**config.mk**
```make
export PLATFORM = sky130hd
export DESIGN_NAME = ander_serial_unit
export DESIGN_NICKNAME = d
export VERILOG_FILES = /design/src/rtl/ander_serial_unit.sv
export SDC_FILE = /design/constraint.sdc
export NUM_CORES = 1
export LEC_CHECK = 0
export CORE_ASPECT_RATIO = 1.5
export CORE_UTILIZATION = 40
export DETAILED_ROUTE_END_ITERATION = 7
export PLACE_DENSITY_LB_ADDON = 0.05
export REMOVE_ABC_BUFFERS = 1
export SLEW_MARGIN = 20
export SYNTH_ARGS = -nofsm -noshare
export SYNTH_HDL_FRONTEND = slang
export SYNTH_SLANG_ARGS = --single-unit
export TNS_END_PERCENT = 1
```
**constraint.sdc**
```tcl
create_clock -name clk -period 3.1 [get_ports clk]
set_input_delay 0.62 -clock clk [delete_from_list [all_inputs] [get_ports clk]]
set_output_delay 0.62 -clock clk [all_outputs]
set_load 0.05 [all_outputs]
```
**src/rtl/ander_serial_unit.sv**
```systemverilog
// ander_serial_unit: bit-serial AND of two WIDTH-bit operands, MSB first, with the
// result word reassembled and held behind a valid/ready output port.
module ander_serial_unit #(
  parameter int WIDTH = 4
) (
  input  logic             clk,
  input  logic             reset,
  input  logic             in_valid,
  output logic             in_ready,
  input  logic [WIDTH-1:0] a,
  input  logic [WIDTH-1:0] b,
  output logic             ser_valid,
  output logic             ser_bit,
  output logic             out_valid,
  input  logic             out_ready,
  output logic [WIDTH-1:0] result,
  output logic             busy
);
  localparam int CW = $clog2(WIDTH);
  typedef enum logic [1:0] {IDLE, SHIFT, HOLD} state_t;
  state_t           r_state;
  logic [WIDTH-1:0] r_sa, r_sb, r_acc;
  logic [CW-1:0]    r_cnt;
  logic             w_take;
  logic [WIDTH-1:0] w_acc;
  assign in_ready = (r_state == IDLE) | ((r_state == HOLD) & out_ready);
  assign busy     = r_state != IDLE;
  assign w_take   = in_ready & in_valid;
  assign w_acc    = {r_acc[WIDTH-2:0], ser_bit};
  // ser_bit always shows the bit being accumulated at the coming edge, so the
  // MSB is produced at capture time and the operand copies are stored pre-shifted.
  always_ff @(posedge clk) begin
    if (reset) begin
      r_state   <= IDLE;
      r_sa      <= '0;
      r_sb      <= '0;
      r_acc     <= '0;
      r_cnt     <= '0;
      ser_valid <= 1'b0;
      ser_bit   <= 1'b0;
      out_valid <= 1'b0;
      result    <= '0;
    end else begin
      if (w_take) begin
        r_sa      <= a << 1;
        r_sb      <= b << 1;
        ser_bit   <= a[WIDTH-1] & b[WIDTH-1];
        ser_valid <= 1'b1;
        r_cnt     <= CW'(WIDTH - 1);
        r_state   <= SHIFT;
      end else if (r_state == HOLD && out_ready) begin
        r_state <= IDLE;
      end
      if (r_state == HOLD && out_ready) out_valid <= 1'b0;
      if (r_state == SHIFT) begin
        r_acc   <= w_acc;
        r_sa    <= r_sa << 1;
        r_sb    <= r_sb << 1;
        ser_bit <= r_sa[WIDTH-1] & r_sb[WIDTH-1];
        r_cnt   <= r_cnt - 1'b1;
        if (r_cnt == '0) begin
          result    <= w_acc;
          out_valid <= 1'b1;
          ser_valid <= 1'b0;
          r_state   <= HOLD;
        end
      end
    end
  end
endmodule

```
==> impl_metrics.toml <==
[floorplanning]
die_width_microns = 40.1
io_pins = 21
die_h_microns = 59.2
core-area_sq_mm = 0.00205
dieArea_sq_mm = 0.00237
rows = 20
start_util = 0.425

[sta]
setup_viol = 0
fin_crit_sh = 0.773
hold_ws_ps = 459
clock.fmax_mhz = 418
hold_viol_final = 0
report.final.slew_viol_count = 0
setup_ws_ps = 705
finalSetupTns_ps = 0
rsz0062_at_grt = "false"
fin_skew_ps = 12.9
tightest_slew_ps = 673
min_period_ps = 2390
slew_headroom = 0.550

[detailed_routing]
wire_per_inst_microns = 12.1
ant_nets = 0
drc_errors = 0
first_iter_violations = 12
first_pass_iters = 4
totalWireLength_microns = 1690
avgViaCountPerCell = 5.37
num_vias = 752

[setup_path]
endpoint_kind = "output pin"
cp_max_fo = 9
startpoint_type = "primary input"
r2r-end = "ser_bit$_SDFFE_PP0P_"
timing.rr.start = "r_state[0]$_SDFF_PP0_"
path_cells = "clkdlybuf4s50_1, nand2b_1, and2_1, buf_12"
crit_arrival_ps = 1770
path_class = "in -> out"
ff2ff_path_depth = 3
crit_required_ps = 2480
slowest_stage = "clkdlybuf4s50_1"
rrSetupSlack_ps = 1570
critPathMaxStageDelay_ps = 470

[placement]
post-place-ws_ps = 712
io_buffers = 20
gp_congestion = 0.756
hpwl_microns = 1160

[logic_synthesis]
syn_area_sq_um = 872
async_flop_share = 0
synth_cell_type_count = 21
synth_warnings = 0
netlist_instances = 102
synth_ff_type = "dfxtp_1"
synth_top_area_share = 0.459
synth_enable_flop_cells = 0
post_synth.cell_area_avg_sq_um = 8.55
synthTopCellsByArea = "dfxtp_1 46%, a311oi_1 10%, nand2_1 8.6%"
ys_seq_area_frac = 0.459
synth_top_area_cell = "dfxtp_1"
synth_seq_cells = 20

[job]
cap_violations = 0

[global_route]
antenna_found_initial = 0
grt-ovfl-total = 0
grt_usage = 0.179
grt_pass1_vias = 691
grt_first_pass_wirelength_microns = 2940
grt_max_degree = 22

[finish]
layout.nets = 132
utilization = 0.548
final_layout_size_suffix_gt1_frac = 0.0593
diodes = 0
fill_cells = 206
synthToLayoutAreaGrowth_pct = 28.8

[clock_network]
clock_sinks = 20
post-cts-setup-buffer-count = 0
cts_buffers = 3
tritoncts = "built"
h-tree-depth = 1
cts_hold_buf = 0
insertion_delay_ps = 310
clkTransAtPathRegs_ps = 110
cts_max_path_buffers = 2
post_cts_resized = 0
cts_root_buf = "clkbuf_4"

[power_and_ir_drop]
fin_total_pwr_mw = 0.693
power_leakage_nw = 0.403
ir_worst_vdd_v = 0.000281
p_per_area_mw_per_mm2 = 617

[hold_path]
whs_endpoint = "result[3]$_SDFFE_PP0P_"
hold_path.startpoint = "result[3]$_SDFFE_PP0P_"
whs_path_depth = 2
hp-class = "reg -> reg"

[run_status]
outcome = "completed"
[flip-flops by register name, indices dropped and copies added, names as in the netlist]
name and cells:
r_sb 3, r_state 2, result 4, out_valid 1, r_cnt 2, r_sa 3, ser_bit 1, r_acc 3
ser_valid 1
[placed cells by master (no fill, tap or decap)]
master and n:
buf_12 1, a311oi_1 10, or2_2 1, nand2_1 20, dfxtp_1 20, o21ai_0 2, and3_1 1, and2_1 1
bufinv_16 1, clkdlybuf4s50_1 19, clkbuf_4 3, nand3_1 10, mux2i_1 2, a31o_4 1, a21oi_1 12, inv_1 4
and2b_1 2, ha_1 1, or2b_1 1, o21a_1 4, nand2b_1 1, nand3b_1 1
[cell type report]
cell class | count | area (sq um) | area share
Timing Repair Buffer | 20 | 210 | 0.187
Tap cell | 22 | 27.5 | 0.0245
Sequential cell | 20 | 400 | 0.356
Inverter | 4 | 15.0 | 0.0134
Clock buffer | 3 | 22.5 | 0.0200
Clock inverter | 1 | 30.0 | 0.0267
Multi-Input combinational cell | 70 | 418 | 0.372
[Yosys cell counts (all sizes together), types with 2 or more instances]
master / instances
dfxtp: 20
nand2: 20
a21oi: 12
a311oi: 10
nand3: 10
buf: 5
inv: 4
o21a: 4
clkbuf: 3
and2b: 2
mux2i: 2
o21ai: 2
[worst max path at each step]
stage,from,endpoint,slack (ps)
floorplan,out_ready,in_ready,1170
global placement,out_ready,in_ready,730
detailed placement,out_ready,in_ready,710
CTS,out_ready,in_ready,700
global route,out_ready,in_ready,630
finish,out_ready,in_ready,710
[critical path, delay by kind of cell]
kind	cells	cell delay [ps]
and+or+nand+nor	2	540
buffers and inverters	2	610
[cells by family after synthesis]
logic type	synth area share
adder cells (fa/ha/maj)	0.0143
AND/OR/NAND/NOR	0.207
flip-flops	0.459
AO/OA/AOI/OAI	0.235
buffers and inverters	0.0617
multiplexers	0.0230
[power by group]
part           total, mW  internal (mW)  switching, mW
logic              0.179         0.0739          0.105
registers          0.299          0.281         0.0170
clock network      0.215          0.131         0.0847
total              0.693          0.486          0.207
[per-layer routing]
layer,routed length (microns),vias to the layer above,track usage
met1,774,333,0.223
met2,828,18,0.279
li1,-,394,-
met5,0,-,0
met4,43,0,0.103
met3,48,7,0.0263
[through the flow]
stage / area (sq um) / std cells
final: 1120 / 140
after global placement: 1070 / 136
after detailed placement: 1070 / 136
after global routing: 1120 / 140
after CTS: 1120 / 140
after floorplan: 833 / 94
Power figures use the tool's default switching activity.
